===== src/rtl/tpram_fwd_syn.sv =====
// tpram_fwd_syn
//   Single-clock two-port RAM: one write port with a per-bit write mask and one
//   read port whose latency is set by a parameter. The read pipeline carries a
//   valid flag alongside the data, and the pipeline can be stalled. When FWD_EN
//   is set, a read and a write to the same address in the same cycle return the
//   newly written bits. Otherwise the read returns the old word. A saturating
//   counter records read/write address collisions.
//
// Ports
//   clk        in   clock; all logic is on the rising edge
//   rst        in   synchronous reset, active high
//   wena       in   write enable
//   addra      in   write address
//   dina       in   write data
//   bwea       in   per-bit write mask (1 = write this bit)
//   enb        in   read request
//   addrb      in   read address
//   hold       in   freezes the read pipeline; a request made while hold=1 is dropped
//   doutb      out  read data from the last pipeline stage
//   doutb_vld  out  doutb holds the result of a read request
//   coll_cnt   out  saturating count of same-address read/write collisions
module tpram_fwd_syn #(
  parameter  int DATA_DEPTH = 16,
  parameter  int DATA_WIDTH = 64,
  parameter  int RD_DELAY   = 1,
  parameter  int FWD_EN     = 1,
  parameter  int CNT_WIDTH  = 8,
  localparam int ADDR_WIDTH = (DATA_DEPTH > 1) ? $clog2(DATA_DEPTH) : 1
) (
  input  logic                  clk,
  input  logic                  rst,
  input  logic                  wena,
  input  logic [ADDR_WIDTH-1:0] addra,
  input  logic [DATA_WIDTH-1:0] dina,
  input  logic [DATA_WIDTH-1:0] bwea,
  input  logic                  enb,
  input  logic [ADDR_WIDTH-1:0] addrb,
  input  logic                  hold,
  output logic [DATA_WIDTH-1:0] doutb,
  output logic                  doutb_vld,
  output logic [CNT_WIDTH-1:0]  coll_cnt
);

  if (RD_DELAY < 1) begin : g_bad_rd_delay
    $error("tpram_fwd_syn: RD_DELAY must be at least 1");
  end

  localparam logic [CNT_WIDTH-1:0] CNT_MAX = '1;

  logic [DATA_WIDTH-1:0] mem [DATA_DEPTH];
  logic [DATA_WIDTH-1:0] d   [RD_DELAY];
  logic [RD_DELAY-1:0]   vld;

  logic                  wr_in_range;
  logic                  rd_in_range;
  logic                  same_addr;
  logic                  coll;
  logic [DATA_WIDTH-1:0] mem_word;
  logic [DATA_WIDTH-1:0] rd_word;

  assign wr_in_range = 32'(addra) < DATA_DEPTH;
  assign rd_in_range = 32'(addrb) < DATA_DEPTH;
  assign same_addr   = (addra == addrb);
  assign coll        = wena & enb & ~hold & same_addr & ~rst;

  // An out-of-range read returns zero. This takes priority over forwarding,
  // so an out-of-range collision never returns write data.
  always_comb begin
    mem_word = '0;
    rd_word  = '0;
    if (rd_in_range) begin
      mem_word = mem[addrb];
      rd_word  = mem_word;
      if ((FWD_EN != 0) && wena && same_addr) begin
        rd_word = (dina & bwea) | (mem_word & ~bwea);
      end
    end
  end

  // The memory array is not reset. Its contents are undefined until written.
  always_ff @(posedge clk) begin
    if (!rst && wena && wr_in_range) begin
      mem[addra] <= (mem[addra] & ~bwea) | (dina & bwea);
    end
  end

  // When enb=0, d[0] keeps its value. Only the valid flag marks the slot as empty.
  always_ff @(posedge clk) begin
    if (rst) begin
      for (int k = 0; k < RD_DELAY; k++) begin
        d[k]   <= '0;
        vld[k] <= 1'b0;
      end
    end else if (!hold) begin
      vld[0] <= enb;
      if (enb) begin
        d[0] <= rd_word;
      end
      for (int k = 1; k < RD_DELAY; k++) begin
        d[k]   <= d[k-1];
        vld[k] <= vld[k-1];
      end
    end
  end

  always_ff @(posedge clk) begin
    if (rst) begin
      coll_cnt <= '0;
    end else if (coll && (coll_cnt != CNT_MAX)) begin
      coll_cnt <= coll_cnt + 1'b1;
    end
  end

  assign doutb     = d[RD_DELAY-1];
  assign doutb_vld = vld[RD_DELAY-1];

endmodule


===== config.mk =====
export PLATFORM = sky130hd
export DESIGN_NAME = tpram_fwd_syn
export DESIGN_NICKNAME = d
export VERILOG_FILES = /design/src/rtl/tpram_fwd_syn.sv
export SDC_FILE = /design/constraint.sdc
export NUM_CORES = 1
export LEC_CHECK = 0
export CAP_MARGIN = 20
export CORE_MARGIN = 1.5
export CORE_UTILIZATION = 50
export CTS_CLUSTER_DIAMETER = 200
export DETAILED_ROUTE_END_ITERATION = 6
export GPL_ROUTABILITY_DRIVEN = 0
export PLACE_DENSITY_LB_ADDON = 0.12
export SYNTH_ARGS = -nofsm -noshare
export SYNTH_HDL_FRONTEND = slang
export SYNTH_SLANG_ARGS = --single-unit

===== constraint.sdc =====
create_clock -name clk -period 7.1 [get_ports clk]
set_clock_uncertainty 0.05 [all_clocks]
set_input_delay 0.71 -clock clk [delete_from_list [all_inputs] [get_ports clk]]
set_output_delay 0.71 -clock clk [all_outputs]
set_load 0.02 [all_outputs]

# Word level (Yosys, flattened, before mapping)
# Memories as Yosys holds them, arrays and structs flattened.
# Cells that the tools add are included.
[totals]
reg_bits = 9
mem_bits_rw = 1088
n_memories = 2
[op_classes]
add_sub_neg = 1
eq_ne = 2
n_mux = 11
n_bitwise = 12
n_reduce_logical = 5
[memory_table]
columns = ["name", "words", "width", "rd", "rd_ports_with_merged_regs", "write_ports", "line_no", "text"]
rows = [
  ["mem", 16, 64, 2, 0, 1, "50", "logic [DATA_WIDTH-1:0] mem [DATA_DEPTH];"],
  ["d", 1, 64, 1, 0, 1, "51", "logic [DATA_WIDTH-1:0] d [RD_DELAY];"],
]
[op_table]
columns = ["op", "n"]
rows = [
  ["$and A64 B64 Y64", 3],
  ["$mux W64", 2],
  ["$or A64 B64 Y64", 2],
  ["$not A64 Y64", 1],
  ["$reduce_or A64 Y1", 1],
  ["$mux W1", 9],
  ["$add A8 B1 Y8 const B", 1],
  ["$ne A8 B8 Y1 const B", 1],
  ["$and A1 B1 Y1", 4],
  ["$eq A4 B4 Y1", 1],
  ["$logic_and A1 B1 Y1", 3],
  ["$not A1 Y1", 2],
  ["$logic_not A1 Y1", 1],
]

# Logic depth before layout (Yosys ltp)
[logic_depth]
word_depth = 6
ltp_mapped = 9
ltp_nobuf = 6

# Worst setup path before layout
# OpenSTA, ideal clock, no wires.
[synth_timing]
kind = "input -> register"
startpoint = "in addra[1]"
endpoint = "mem mem[1][0], enable pin"
t_arrival_ps = 6345
path_slack_ps = 140
path_stages = 6
path_cell_list = "buf_2 buf_2 buf_2 buf_2 or3b_2 nor3_1"
[synth_lines]
columns = ["item", "line_no", "text"]
rows = [
  ["start, declared", "33", "input logic [ADDR_WIDTH-1:0] addra,"],
  ["end, declared", "50", ""],
]
# Straight into the memory's write port.

# Worst setup path in the final report
[layout_timing]
startpoint = "in addrb[1]"
endpoint = "mem d[0][39], data pin"
[layout_via]
elab_chain_cells = 5
word_cells_on_any_way = 7
[layout_rtl]
columns = ["item", "line_no", "text"]
rows = [
  ["start, declared", "37", "input logic [ADDR_WIDTH-1:0] addrb,"],
  ["$mem_v2 Z16 W64", "-", ""],
  ["$and A64 B64 Y64", "75", "rd_word = (dina & bwea) | (mem_word & ~bwea);"],
  ["$or A64 B64 Y64", "75", ""],
  ["$mux W64 *", "74", "if ((FWD_EN != 0) && wena && same_addr) begin"],
  ["$mux W64 (no source line) *", "-", ""],
  ["end, declared", "51", ""],
]
# Every way passes the cells marked *; elsewhere a longest branch is shown, timed or not.

==> results_dict.tcl <==
set metrics [dict create \
    status "completed" \
    antenna_found_initial 1 \
    drcViolationCount 0 \
    grt_pass1_vias 30900 \
    syn_avg_cell_area_um2 18.6 \
    h-tree-depth 3 \
    dr.first_iter.drc_count 3532 \
    grt_remaining_overflow 0 \
    startpoint "addrb[1]" \
    synth-seq-cells 1097 \
    post_cts_resized 0 \
    cts_buffer_depth 3 \
    fmax_mhz 271 \
    boundaryPins 214 \
    synthesis.nets 2873 \
    area_growth_pct 16.2 \
    worstHoldStart "doutb_vld" \
    final_nets 3117 \
    postCtsHoldBufs 0 \
    use_met2 0.442 \
    dieArea_mm2 0.104 \
    routed_wl_um 142000 \
    clk_latency_ps 700 \
    first_pass_iters 5 \
    syn_inst 2731 \
    crit_fanout 44 \
    cts_setup_buffers 0 \
    regToRegSetupSlack_ps 4800 \
    ys_warn_count 0 \
    coreArea_mm2 0.100 \
    gr-usage-met1 0.394 \
    via_per_inst 6.74 \
    n_antenna_cell 0 \
    cap_violations 0 \
    met3_usage 0.0477 \
    grt_usage 0.277 \
    port_buffers 213 \
    synthDistinctLibCells 34 \
    initial_utilization 0.507 \
    syn_area_mm2 0.0509 \
    drtAntennaViolNets 0 \
    rows 116 \
    critical_path_arrival_ps 4050 \
    rr_startpoint "mem[3][1]" \
    crit_type "primary input to flop" \
    drv_slew 0 \
    cts.sinks 1097 \
    intPower_uw 11800 \
    clk_pin_slew_ps 60 \
    top_usage_layer "met2" \
    dr_total_vias 29900 \
    instances_no_fill 4430 \
    end_kind "flop" \
    fillers 7362 \
    cp.required_ps 7460 \
    slew_headroom 0.227 \
    worst_pin_slew_ps 1160 \
    grt_pass1_wl_um 208000 \
    die_height_um 322 \
    min_path_type "flop to flop" \
    p_seq_frac 0.485 \
    hold_depth 2 \
    dp_hpwl_um 76600 \
    cts_made_buffers 115 \
    worstReg2RegEnd "mem[6][1]" \
    timing.final.hold_violations 0 \
    leakage_uw 0.0188 \
    fin_tns_setup_ps 0 \
    cp-start-kind "primary input" \
    rsz0062_at_grt "false" \
    netSwitchingFraction 0.220 \
    timing.final.ws_setup_ps 3410 \
    cts_tree "yes" \
    drive_above_1_share 0.301 \
    r2r_cells 5 \
    preCtsSetupSlack_ps 2620 \
    power-per-cell-area_mw_per_mm2 255 \
    switchingPower_uw 3320 \
    grt_max_degree 173 \
    routedWlPerCell_um 32.1 \
    power_uw 15100 \
    dpl.cell_count 4214 \
    hold_path_end "doutb_vld" \
    setup-violations-final 0 \
    post-route-period-util 0.520 \
    comb_power_share 0.087 \
    vdd_ir_drop_max_mv 0.201 \
    seq_area_frac_synth 0.645 \
    fp.dieW_um 322 \
    root_buffer "clkbuf_16" \
    post-route-util 0.589 \
    period_minus_slack_ps 3690 \
    p_clk_frac 0.429 \
]
state kept, by name, summed over array words and instances, names as in the netlist:
signal     flops
mem         1024
doutb_vld      1
d             64
coll_cnt       8
metrics by stage:
| stage | hold WS [ps] | area (µm²) |
|---|---|---|
| global route | 455 | 59200 |
| CTS | 421 | 59200 |
| floorplan | 483 | 50900 |
| detailed placement | 402 | 55100 |
| global placement | 403 | 55000 |
| finish | 422 | 59200 |
critical path, stage by stage:
cell and delay [ps]:
buf_8 380, buf_4 790, buf_4 900, mux4_2 600, o22ai_1 190, o22ai_1 130, a21oi_1 140, a211oi_1 60
cell usage after synthesis, drive strengths merged:
| master | n | area, µm² |
|---|---|---|
| a2111oi | 64 | 561 |
| a211oi | 64 | 480 |
| a21oi | 67 | 335 |
| a311oi | 64 | 561 |
| a41o | 1 | 10.0 |
| and2 | 1 | 6.26 |
| and3 | 1 | 6.26 |
| buf | 105 | 492 |
| clkbuf | 112 | 420 |
| dfxtp | 9 | 180 |
| edfxtp | 1088 | 32700 |
| ha | 1 | 12.5 |
| inv | 66 | 248 |
| mux2 | 128 | 1440 |
| mux2i | 129 | 1290 |
| mux4 | 448 | 10100 |
| nand2 | 9 | 33.8 |
| nand2b | 6 | 37.5 |
| nand3 | 2 | 10.0 |
| nand4b | 1 | 8.76 |
| nor2 | 84 | 315 |
| nor2b | 64 | 400 |
| nor3 | 4 | 20.0 |
| nor4 | 3 | 18.8 |
| o21ai | 66 | 330 |
| o22ai | 128 | 801 |
| or3 | 4 | 25.0 |
| or3b | 2 | 17.5 |
| or4 | 1 | 11.3 |
| xnor2 | 7 | 61.3 |
| xor2 | 2 | 17.5 |
power by group through the flow:
| stage | registers (µW) | clock network, µW | logic (µW) |
|---|---|---|---|
| 5_1_grt | 7320 | 6800 | 1400 |
| 3_3_place_gp | 7450 | 0 | 1280 |
| 6_report | 7320 | 6470 | 1310 |
| 4_1_cts | 7320 | 6560 | 1310 |
| 2_1_floorplan | 7490 | 0 | 777 |
| 3_5_place_dp | 7460 | 0 | 1300 |
layer usage:
metal | up-vias | share of wire
met5 | - | 0.000077
met4 | 2 | 0.024
met3 | 240 | 0.087
met2 | 1553 | 0.48
met1 | 15800 | 0.41
li1 | 12200 | -
cell usage in the layout, fill, tap and decap left out, types with 2 or more instances in the layout:
master	n
inv_1	65
nand2b_1	4
buf_8	5
nor4_1	3
clkdlybuf4s50_1	205
nor2b_1	64
clkbuf_16	121
clkinv_2	21
or3_1	4
bufinv_16	23
clkinv_4	6
clkinv_1	15
nand2b_4	2
buf_4	124
mux2i_1	129
nor2_1	71
nand2_1	8
nand3_1	2
buf_12	6
a311oi_1	63
dfxtp_1	9
mux4_2	448
a211oi_1	64
nor2_4	13
a2111oi_0	64
buf_2	2
o21ai_0	66
xor2_1	2
clkinvlp_4	13
mux2_2	128
clkbuf_1	15
o22ai_1	128
a21oi_1	67
nor3_2	4
xnor2_1	7
edfxtp_1	1088
area by class of cell:
class                           count  area (µm²)  area share
Tap cell                         1357        1700      0.0287
Timing Repair Buffer              344        3230      0.0545
Multi-Input combinational cell   1351       17100       0.288
Inverter                           66         248     0.00419
Sequential cell                  1097       32900       0.555
Clock inverter                     79        1010      0.0171
Clock buffer                      136        3080      0.0521
worst max-delay path by stage:
stage | endpoint | slack, ps | depth (start not counted)
after floorplan | mem[1][0] | 140 | 6
after global placement | d[0][39] | 2660 | 8
after detailed placement | d[0][32] | 2620 | 8
after CTS | d[0][39] | 3360 | 8
after global routing | d[0][32] | 3120 | 8
final | d[0][39] | 3410 | 8
cells by family (layout without fill, tap and decap cells):
| group | after synthesis | count (layout) | share of synthesized area |
|---|---|---|---|
| AO/OA/AOI/OAI | 454 | 454 | 0.0605 |
| XOR/XNOR | 9 | 9 | 0.00155 |
| adder cells (fa/ha/maj) | 1 | 1 | 0.000246 |
| buffers and inverters | 283 | 625 | 0.0228 |
| flip-flops | 1097 | 1097 | 0.645 |
| multiplexers | 705 | 705 | 0.252 |
| AND/OR/NAND/NOR | 182 | 182 | 0.0179 |
Note: power is estimated with default switching activity, not from simulation.
